**config.mk**
```make
export PLATFORM = sky130hd
export DESIGN_NAME = serial_subtractor
export DESIGN_NICKNAME = d
export VERILOG_FILES = /design/src/rtl/serial_subtractor.sv
export SDC_FILE = /design/constraint.sdc
export NUM_CORES = 1
export LEC_CHECK = 0
export BUFFER_PORTS_ARGS = -buffer_cell sky130_fd_sc_hd__buf_2
export CAP_MARGIN = 20
export CORE_MARGIN = 2
export CORE_UTILIZATION = 55
export DETAILED_ROUTE_END_ITERATION = 10
export GPL_TIMING_DRIVEN = 0
export PLACE_DENSITY_LB_ADDON = 0.05
export REMOVE_ABC_BUFFERS = 1
export SLEW_MARGIN = 20
export SYNTH_ARGS = -nofsm -noshare
export SYNTH_HDL_FRONTEND = slang
export SYNTH_SLANG_ARGS = --single-unit
```
**constraint.sdc**
```tcl
create_clock -name clk -period 2.78 [get_ports clk]
set_input_delay 0.695 -clock clk [delete_from_list [all_inputs] [get_ports clk]]
set_output_delay 0.695 -clock clk [all_outputs]
set_load 0.005 [all_outputs]
```
**src/rtl/serial_subtractor.sv**
```systemverilog
// serial_subtractor: bit-serial a - b - bin, LSB first, one full-subtractor cell plus a borrow flip-flop
module serial_subtractor #(
   parameter int WIDTH = 4
) (
   input  logic             clk,
   input  logic             rst,
   input  logic             start,
   input  logic [WIDTH-1:0] a,
   input  logic [WIDTH-1:0] b,
   input  logic             bin,
   output logic             busy,
   output logic             done,
   output logic [WIDTH-1:0] diff,
   output logic             bout
);
   localparam int CW = (WIDTH > 2) ? $clog2(WIDTH) : 1;
   typedef enum logic [1:0] {IDLE, RUN, DONE} state_t;
   state_t state;
   logic [WIDTH-1:0] sa, sb, res;
   logic [CW-1:0] cnt;
   logic br, d, nbr, last;
   assign d = sa[0] ^ sb[0] ^ br;
   assign nbr = (~sa[0] & sb[0]) | (~(sa[0] ^ sb[0]) & br);
   assign last = cnt == CW'(WIDTH - 1);
   assign busy = state != IDLE;
   assign done = state == DONE;
   always_ff @(posedge clk) begin
      if (rst) begin
         state <= IDLE;
         sa <= '0;
         sb <= '0;
         res <= '0;
         cnt <= '0;
         br <= 1'b0;
         diff <= '0;
         bout <= 1'b0;
      end else begin
         case (state)
            IDLE: if (start) begin
               sa <= a;
               sb <= b;
               br <= bin;
               cnt <= '0;
               state <= RUN;
            end
            RUN: begin
               sa <= sa >> 1;
               sb <= sb >> 1;
               res <= {d, res[WIDTH-1:1]};
               br <= nbr;
               cnt <= last ? cnt : cnt + 1'b1;
               if (last) begin
                  diff <= {d, res[WIDTH-1:1]};
                  bout <= nbr;
                  state <= DONE;
               end
            end
            DONE: state <= IDLE;
            default: state <= IDLE;
         endcase
      end
   end
endmodule

```
==> results.sh, run 1 <==
export IMPL_status="finished clean"
export IMPL_grt_ovfl_total=0
export IMPL_cp_data_required_time_ns=2.09
export IMPL_cp_arrival_ns=1.48
export IMPL_cts_root_buf="clkbuf_4"
export IMPL_post_cts_resized=0
export IMPL_final_hold_viol_count=0
export IMPL_die_x_um=46.1
export IMPL_r2r_cells=3
export IMPL_area_growth_pct=8.22
export IMPL_ir_drop_uv=241
export IMPL_drc=0
export IMPL_worstSetupEndpointType="primary output"
export IMPL_pre_cts_ws_ns=0.930
export IMPL_post_drt_via_cell_ratio=5.48
export IMPL_multi_input_area_um2=478
export IMPL_rsz0062_at_grt="no"
export IMPL_synth_area_per_cell_um2=10.4
export IMPL_firstDrtPassIters=4
export IMPL_ys_warn_count=0
export IMPL_antenna_cells=0
export IMPL_synth_seq_cells=21
export IMPL_worst_slew_margin_rel=0.480
export IMPL_tns_ns=0
export IMPL_die_h_um=46.1
export IMPL_place_area_mm2=0.00103
export IMPL_clk_latency_ns=0.29
export IMPL_r2r_setup_slack_ns=1.17
export IMPL_reg2reg_to="bout$_SDFFE_PP0P_"
export IMPL_reg2reg_from="state[0]$_SDFFE_PP0P_"
export IMPL_drt_total_wl_um=1490
export IMPL_hold_start="diff[1]$_SDFFE_PP0P_"
export IMPL_p_leak_nw=0.492
export IMPL_seq_area_um2=420
export IMPL_worst_pin_slew_ns=0.778
export IMPL_port_buffers=18
export IMPL_grt_max_degree=22
export IMPL_maxCapViolCount=0
export IMPL_wl_per_cell_um=11.7
export IMPL_final_area_mm2=0.00105
export IMPL_io_pins=19
export IMPL_worst_slack_ns=0.608
export IMPL_postSynthCellCount=94
export IMPL_min_to="diff[1]$_SDFFE_PP0P_"
export IMPL_min_path_cells=2
export IMPL_finClkSkew_ns=0.00385
export IMPL_tritoncts="built"
export IMPL_synth_cell_types=26
export IMPL_dieArea_mm2=0.00212
export IMPL_drive_above_1_share=0.300
export IMPL_core_rowCount=15
export IMPL_detailed_place_hpwl_um=1060
export IMPL_antenna_left=0
export IMPL_powerDensity_mw_per_mm2=516
export IMPL_hold_path_class="reg2reg"
export IMPL_cp_max_fo=19
export IMPL_vias=696
export IMPL_gp_congestion=0.681
export IMPL_nets=125
export IMPL_drt_iter0_drc=10
export IMPL_period_share=0.781
export IMPL_post_route_min_period_ns=2.17
export IMPL_antenna_found_initial=0
export IMPL_n_fill_cell=158
export IMPL_worstSetupStartpointType="flop"
export IMPL_fmax_ghz=0.460
export IMPL_first_global_vias=620
export IMPL_cts_hold_buf=0
export IMPL_cts_setup_buffers=0
export IMPL_setup_viol=0
export IMPL_netlist_area_um2=975
export IMPL_grt_use_total=0.162
export IMPL_clkSinkCount=21
export IMPL_start_util=0.577
export IMPL_cts_buffer_depth=2
export IMPL_cts_made_buffers=3
export IMPL_grt_pass1_wl_um=2480
export IMPL_seq_area_frac_synth=0.431
export IMPL_coreArea_mm2=0.00169
export IMPL_clkTransAtPathRegs_ns=0.11
export IMPL_slew_viol_final=0
export IMPL_crit_type="reg2out"
export IMPL_htree_levels=1
-- worst max path at each step --
stage | slack (ns) | cells past startpoint | startpoint | to
after CTS | 0.59 | 3 | state[0]$_SDFFE_PP0P_ | busy
final | 0.61 | 3 | state[0]$_SDFFE_PP0P_ | busy
after global placement | 0.94 | 3 | state[0]$_SDFFE_PP0P_ | busy
after detailed placement | 0.93 | 3 | state[0]$_SDFFE_PP0P_ | busy
after global routing | 0.43 | 3 | state[0]$_SDFFE_PP0P_ | busy
after floorplan | 1.17 | 2 | state[0]$_SDFFE_PP0P_ | busy
-- kinds of logic (layout without fill, tap and decap cells) --
kind of cell             Yosys count  after routing  synth area share
AND/OR/NAND/NOR                   30             30             0.153
flip-flops                        21             21             0.431
AO/OA/AOI/OAI                     15             15             0.150
multiplexers                      15             15             0.154
buffers and inverters             11             27            0.0783
adder cells (fa/ha/maj)            2              2            0.0334
-- placed cells by master (no fill, tap or decap) --
| cell type | n |
|---|---|
| a211oi_1 | 1 |
| a211oi_2 | 6 |
| a21oi_1 | 2 |
| a31oi_1 | 2 |
| a32oi_1 | 2 |
| buf_2 | 18 |
| clkbuf_1 | 1 |
| clkbuf_4 | 3 |
| dfxtp_1 | 21 |
| fa_1 | 1 |
| ha_1 | 1 |
| inv_1 | 5 |
| mux2i_1 | 15 |
| nand2_1 | 3 |
| nand2b_1 | 1 |
| nand3_1 | 2 |
| nand3b_2 | 1 |
| nor2_1 | 15 |
| nor2_2 | 4 |
| nor2b_1 | 1 |
| nor3_1 | 1 |
| nor4b_1 | 1 |
| o21ba_4 | 1 |
| o21bai_1 | 1 |
| or3b_1 | 1 |
-- routing by layer --
metal | wire [um] | track usage | vias up
met5 | 0 | 0 | -
met4 | 21 | 0.0686 | 0
met3 | 42 | 0.0353 | 4
met2 | 733 | 0.272 | 12
met1 | 689 | 0.197 | 321
li1 | - | - | 359
-- cells in the mapped netlist --
master    count  area share
a211oi_1      1      0.0077
a211oi_2      6       0.077
a21oi_1       2       0.010
a31oi_1       2       0.013
a32oi_1       2       0.018
buf_12        1       0.021
buf_4         1      0.0077
buf_6         2       0.023
clkbuf_1      2      0.0077
dfxtp_1      21        0.43
fa_1          1       0.021
ha_1          1       0.013
inv_1         5       0.019
mux2i_1      15        0.15
nand2_1       3       0.012
nand2b_1      1      0.0064
nand3_1       2       0.010
nand3b_2      1       0.012
nor2_1       15       0.058
nor2_2        4       0.026
nor2b_1       1      0.0064
nor3_1        1      0.0051
nor4b_1       1      0.0090
o21ba_4       1       0.017
o21bai_1      1      0.0077
or3b_1        1      0.0090
-- where the power goes --
part           switching (mW)  internal [mW]
sequential             0.0159          0.316
clock                  0.0845         0.0557
combinational          0.0358         0.0361
total                   0.136          0.408
-- worst max-delay path: stages, from the launching register on --
cell,delay [ns]
dfxtp_1,0.85
nor2_1,0.15
inv_1,0.08
buf_2,0.11
-- metrics by stage --
stage           util  std cells  hold slack [ns]  power, mW
6_report       0.624        127            0.497      0.544
5_1_grt        0.624        127            0.531      0.580
4_1_cts        0.624        127            0.500      0.553
3_5_place_dp   0.609        123            0.479      0.412
3_3_place_gp   0.609        123            0.469      0.411
2_1_floorplan      -         88            0.450      0.388
-- sequential cells by signal, summed over array words and instances, names as in the netlist --
signal,cells
sa,4
cnt,2
sb,4
res,3
br,1
state,2
diff,4
bout,1
-- area by class of cell --
| class | instances | share of cell area |
|---|---|---|
| multi-input combinational | 62 | 0.453 |
| sequential | 21 | 0.399 |
| timing repair buffer | 18 | 0.0854 |
| clock buffer | 4 | 0.0249 |
| tap | 17 | 0.0202 |
| inverter | 5 | 0.0178 |
No activity file was read; power rests on OpenSTA's default activity.
==> run 2: changes to the inputs <==
CORE_UTILIZATION = 52   (was 55)
clock period = 2.1 ns   (was 2.78 ns; I/O delays follow)
==> results.sh, run 2 (synthesis gave the netlist of run 1 again) <==
export IMPL_drt_iter0_drc=3
export IMPL_tritoncts="built"
export IMPL_path_cells="nor2_1 -> inv_1 -> buf_2"
export IMPL_clkTransAtPathRegs_ns=0.12
export IMPL_detailed_place_hpwl_um=1090
export IMPL_wl_per_cell_um=11.3
export IMPL_reg2reg_to="sb[1]$_SDFFE_PP0P_"
export IMPL_place_area_mm2=0.00104
export IMPL_grt_ovfl_total=0
export IMPL_start_util=0.558
export IMPL_setup_viol=0
export IMPL_final_common_cell="dfxtp_1"
export IMPL_firstDrtPassIters=3
export IMPL_hold_start="a[3]"
export IMPL_antenna_left=0
export IMPL_tns_ns=0
export IMPL_final_hold_viol_count=0
export IMPL_crit_start="state[0]$_SDFFE_PP0P_"
export IMPL_cp_arrival_ns=1.22
export IMPL_powerDensity_mw_per_mm2=680
export IMPL_r2r_cells=3
export IMPL_reg2reg_from="state[0]$_SDFFE_PP0P_"
export IMPL_grt_max_degree=22
export IMPL_seq_area_um2=422
export IMPL_clk_latency_ns=0.30
export IMPL_port_buffers=18
export IMPL_ir_drop_uv=505
export IMPL_status="finished clean"
export IMPL_cts_made_buffers=3
export IMPL_r2r_setup_slack_ns=0.78
export IMPL_dieArea_mm2=0.00224
export IMPL_period_share=0.832
export IMPL_final_cell_mix="dfxtp_1 (20), buf_2 (18), nor2_1 (15), mux2i_1 (15), a211oi_2 (6)"
export IMPL_maxCapViolCount=0
export IMPL_slowest_delay_ns=0.62
export IMPL_post_drt_via_cell_ratio=5.03
export IMPL_worst_slew_margin_rel=0.709
export IMPL_nets=125
export IMPL_post_route_min_period_ns=1.75
export IMPL_antenna_found_initial=0
export IMPL_crit_slowest_cell="dfxtp_2"
export IMPL_htree_levels=1
export IMPL_vias=679
export IMPL_first_global_vias=598
export IMPL_fmax_ghz=0.573
export IMPL_reg_top3="diff (4), sa (4), sb (4)"
export IMPL_cts_root_buf="clkbuf_4"
export IMPL_cts_setup_buffers=0
export IMPL_p_leak_nw=0.495
export IMPL_drive_above_1_share=0.318
export IMPL_crit_type="reg2out"
export IMPL_core_rowCount=15
export IMPL_cts_buffer_depth=2
export IMPL_area_growth_pct=9.50
export IMPL_worstSetupStartpointType="flop"
export IMPL_worst_pin_slew_ns=0.436
export IMPL_gp_congestion=0.701
export IMPL_crit_end="busy"
export IMPL_n_fill_cell=169
export IMPL_multi_input_area_um2=478
export IMPL_coreArea_mm2=0.00175
export IMPL_cp_max_fo=19
export IMPL_cp_data_required_time_ns=1.57
export IMPL_rsz0062_at_grt="no"
export IMPL_drt_total_wl_um=1520
export IMPL_grt_use_total=0.164
export IMPL_slew_viol_final=0
export IMPL_die_x_um=47.3
export IMPL_final_area_mm2=0.00107
export IMPL_antenna_cells=0
export IMPL_grt_pass1_wl_um=2500
export IMPL_finClkSkew_ns=0.00833
export IMPL_hold_path_class="in2reg"
export IMPL_die_h_um=47.3
export IMPL_clkSinkCount=21
export IMPL_worstSetupEndpointType="primary output"
export IMPL_drc=0
export IMPL_io_pins=19
run 2: cell count changes in the layout (fill, tap and decap cells not counted):
cell      before  now
clkbuf_1       1    0
clkinv_2       0    1
dfxtp_1       21   20
dfxtp_2        0    1
run 2: layout make-up:
type | instances | share of cell area
Inverter | 5 | 0.0176
Tap cell | 25 | 0.0293
Clock buffer | 3 | 0.0211
Clock inverter | 1 | 0.00469
Sequential cell | 21 | 0.395
Timing Repair Buffer | 18 | 0.0844
Multi-Input combinational cell | 62 | 0.448
run 2: timing repair:
| action | CTS | global route |
|---|---|---|
| setup endpoints to repair | 0 | 1 |
| hold endpoints to repair | 0 | 0 |
| hold buffers | 0 | 0 |
| gates resized for setup | 0 | 1 |
run 2: critical path, delay by kind of cell (launching register included):
| family | cells | cell delay [ns] |
|---|---|---|
| buf+inv | 2 | 0.17 |
| flops | 1 | 0.62 |
| simple gates | 1 | 0.13 |
run 2: worst min path at each step:
stage                                      end  depth (start not counted)
after CTS                   sa[3]$_SDFFE_PP0P_                          3
after floorplan                br$_SDFFE_PP0P_                          2
after global placement    diff[0]$_SDFFE_PP0P_                          2
after global routing        sa[3]$_SDFFE_PP0P_                          3
final                       sa[3]$_SDFFE_PP0P_                          3
after detailed placement       br$_SDFFE_PP0P_                          2
run 2: stage by stage:
step	std cells	setup WS [ns]	total power [mW]	util	hold WS (ns)
2_1_floorplan	88	0.657	0.513	-	0.450
3_3_place_gp	131	0.432	0.545	0.595	0.472
3_5_place_dp	131	0.397	0.547	0.595	0.481
4_1_cts	135	0.0535	0.737	0.611	0.478
5_1_grt	135	0.261	0.769	0.611	0.483
6_report	135	0.354	0.725	0.611	0.493
run 2: per-layer routing:
metal | GRT usage | routed length (um) | vias up
met5 | 0 | 0 | -
met4 | 0.0833 | 12 | 0
met3 | 0.0462 | 61 | 2
met2 | 0.254 | 641 | 11
met1 | 0.208 | 806 | 308
li1 | - | - | 358
run 2: power breakdown:
group / internal, mW / switching (mW) / total (mW)
combinational: 0.0480 / 0.0492 / 0.0971
clock: 0.0708 / 0.117 / 0.188
sequential: 0.419 / 0.0211 / 0.440
==> run 3: changes to the inputs <==
ABC_AREA = 1   (was default)
clock period = 1.83 ns   (was 2.1 ns; I/O delays follow)
==> results.sh, run 3 <==
export IMPL_cts_buffer_depth=2
export IMPL_hold_start="rst"
export IMPL_stdcell_count=181
export IMPL_worstSetupEndpointType="primary output"
export IMPL_gp_congestion=0.739
export IMPL_synthTopCellsByArea="dfxtp_1 (45%), nand2_1 (14%), nor2_1 (12%)"
export IMPL_post_route_min_period_ns=1.55
export IMPL_maxCapViolCount=0
export IMPL_io_pins=19
export IMPL_die_h_um=46.4
export IMPL_slew_viol_final=0
export IMPL_period_share=0.845
export IMPL_ys_async_sr_fraction=0
export IMPL_yosys_top_cells_count="nand2_1 (36), nor2_1 (29), dfxtp_1 (21), inv_1 (18), o21ai_0 (7)"
export IMPL_total_power_mw=0.850
export IMPL_status="finished clean"
export IMPL_antenna_found_initial=0
export IMPL_grt_use_total=0.183
export IMPL_core_rowCount=15
export IMPL_reg_top3="diff (4), sa (4), sb (4)"
export IMPL_grt_max_degree=18
export IMPL_crit_slowest_cell="dfxtp_1"
export IMPL_crit_start="state[0]$_SDFFE_PP0P_"
export IMPL_clkSinkCount=21
export IMPL_synth_enable_flop_cells=0
export IMPL_synth_top_area_frac=0.450
export IMPL_worst_slew_margin_rel=0.633
export IMPL_ir_drop_uv=471
export IMPL_drive_above_1_share=0.167
export IMPL_synth_compound_area_frac=0.100
export IMPL_synth_top_family_by_area="simple AND/OR/NAND/NOR gates"
export IMPL_synth_most_common_cell="nand2_1"
export IMPL_wl_per_cell_um=9.28
export IMPL_final_cell_mix="nand2_1 (36), nor2_1 (29), dfxtp_1 (21), inv_1 (18), buf_2 (18)"
export IMPL_reg2reg_from="state[0]$_SDFFE_PP0P_"
export IMPL_synth_seq_cells=21
export IMPL_synth_fa_ha_area_frac=0.0348
export IMPL_detailed_place_hpwl_um=1240
export IMPL_final_hold_viol_count=0
export IMPL_worstSetupStartpointType="flop"
export IMPL_yosysTopAreaCell="dfxtp_1"
export IMPL_synth_xor_area_frac=0
export IMPL_min_to="sb[3]$_SDFFE_PP0P_"
export IMPL_vias=816
export IMPL_finClkSkew_ns=0.00143
export IMPL_cts_root_buf="clkbuf_4"
export IMPL_crit_type="reg2out"
export IMPL_slowest_delay_ns=0.39
export IMPL_dieArea_mm2=0.00215
export IMPL_cp_arrival_ns=1.09
export IMPL_placed_cells=177
export IMPL_cp_max_fo=7
export IMPL_post_drt_via_cell_ratio=4.51
export IMPL_drt_iter0_drc=11
export IMPL_worst_slack_ns=0.284
export IMPL_fmax_ghz=0.647
export IMPL_nets=171
export IMPL_htree_levels=1
export IMPL_synth_mux_area_frac=0
export IMPL_area_growth_pct=13.3
export IMPL_netlist_area_um2=935
export IMPL_antenna_cells=0
export IMPL_setup_viol=0
export IMPL_antenna_left=0
export IMPL_grt_pass1_wl_um=2740
export IMPL_min_path_cells=2
export IMPL_ys_flop_type="dfxtp_1"
export IMPL_tritoncts="built"
export IMPL_seq_area_frac_synth=0.450
export IMPL_clkTransAtPathRegs_ns=0.11
export IMPL_p_leak_nw=0.550
export IMPL_final_common_cell="nand2_1"
export IMPL_port_buffers=18
export IMPL_synth_cell_types=17
export IMPL_powerDensity_mw_per_mm2=803
export IMPL_worst_pin_slew_ns=0.550
export IMPL_start_util=0.547
export IMPL_r2r_cells=5
export IMPL_grt_ovfl_total=0
export IMPL_cts_hold_buf=0
export IMPL_clk_latency_ns=0.29
export IMPL_synth_simple_area_share=0.313
export IMPL_synth_area_per_cell_um2=6.82
export IMPL_cts_made_buffers=3
export IMPL_ys_warn_count=0
export IMPL_worst_hold_slack_ns=0.367
export IMPL_cp_data_required_time_ns=1.37
export IMPL_rsz0062_at_grt="no"
export IMPL_firstDrtPassIters=4
export IMPL_pre_cts_ws_ns=0.419
export IMPL_coreArea_mm2=0.00171
export IMPL_path_cells="nor2_1 -> inv_1 -> buf_2"
export IMPL_reg2reg_to="bout$_SDFFE_PP0P_"
export IMPL_post_cts_resized=0
export IMPL_hold_path_class="in2reg"
export IMPL_die_x_um=46.4
export IMPL_r2r_setup_slack_ns=0.51
export IMPL_drc=0
export IMPL_tns_ns=0
export IMPL_drt_total_wl_um=1680
export IMPL_first_global_vias=650
export IMPL_cts_setup_buffers=0
export IMPL_postSynthCellCount=137
run 3: cell types whose count changed in the layout (fill, tap and decap cells not counted), sizes merged, moves of 3 or more:
cell	delta
inv	+14
nand3	+4
nor2	+12
o21ai	+13
mux2i	-15
a211oi	-7
a21oi	+3
nand2	+34
run 3: power by group:
| group | internal (mW) | leakage, nW | switching (mW) | total, mW |
|---|---|---|---|---|
| combinational | 0.0509 | 0.363 | 0.0800 | 0.131 |
| clock | 0.0847 | 0.0150 | 0.134 | 0.219 |
| sequential | 0.486 | 0.172 | 0.0148 | 0.500 |
| total | 0.621 | 0.550 | 0.229 | 0.850 |
run 3: worst max path at each step:
stage | depth (start not counted) | end | slack [ns]
after floorplan | 4 | res[3]$_SDFFE_PP0P_ | 0.72
after CTS | 3 | busy | 0.26
after global placement | 6 | diff[3]$_SDFFE_PP0P_ | 0.44
final | 3 | busy | 0.28
after detailed placement | 6 | diff[3]$_SDFFE_PP0P_ | 0.42
after global routing | 3 | busy | 0.20
run 3: final cells by class:
type                            instances  area, um^2
Tap cell                               25        31.3
Multi-Input combinational cell         94         419
Fill cell                             159         649
Clock buffer                            4        26.3
Inverter                               19        71.3
Sequential cell                        21         420
Timing Repair Buffer                   18        90.1
run 3: routing by layer:
layer | up-vias | wire length (um) | GRT usage
met5 | - | 0 | 0
met4 | 0 | 23 | 0.0857
met3 | 2 | 63 | 0.0353
met2 | 14 | 773 | 0.275
met1 | 345 | 819 | 0.251
li1 | 455 | - | -
run 3: logic make-up (layout without fill, tap and decap cells):
kind of cell | Yosys count | count (layout)
AOI/OAI and AO/OA | 18 | 18
adders and majority gates | 2 | 2
buffers and inverters | 22 | 41
DFF | 21 | 21
and+or+nand+nor | 74 | 74
run 3: critical path: cells and delay by family (launching register included):
family                 cells  cell delay, ns
buffers and inverters      2            0.21
flip-flops                 1            0.39
AND/OR/NAND/NOR            1            0.19
run 3: metrics by stage:
stage                     area, um^2   util
after floorplan                  911      -
after global placement          1030  0.604
after detailed placement        1030  0.604
after CTS                       1060  0.620
after global routing            1060  0.620
final                           1060  0.620
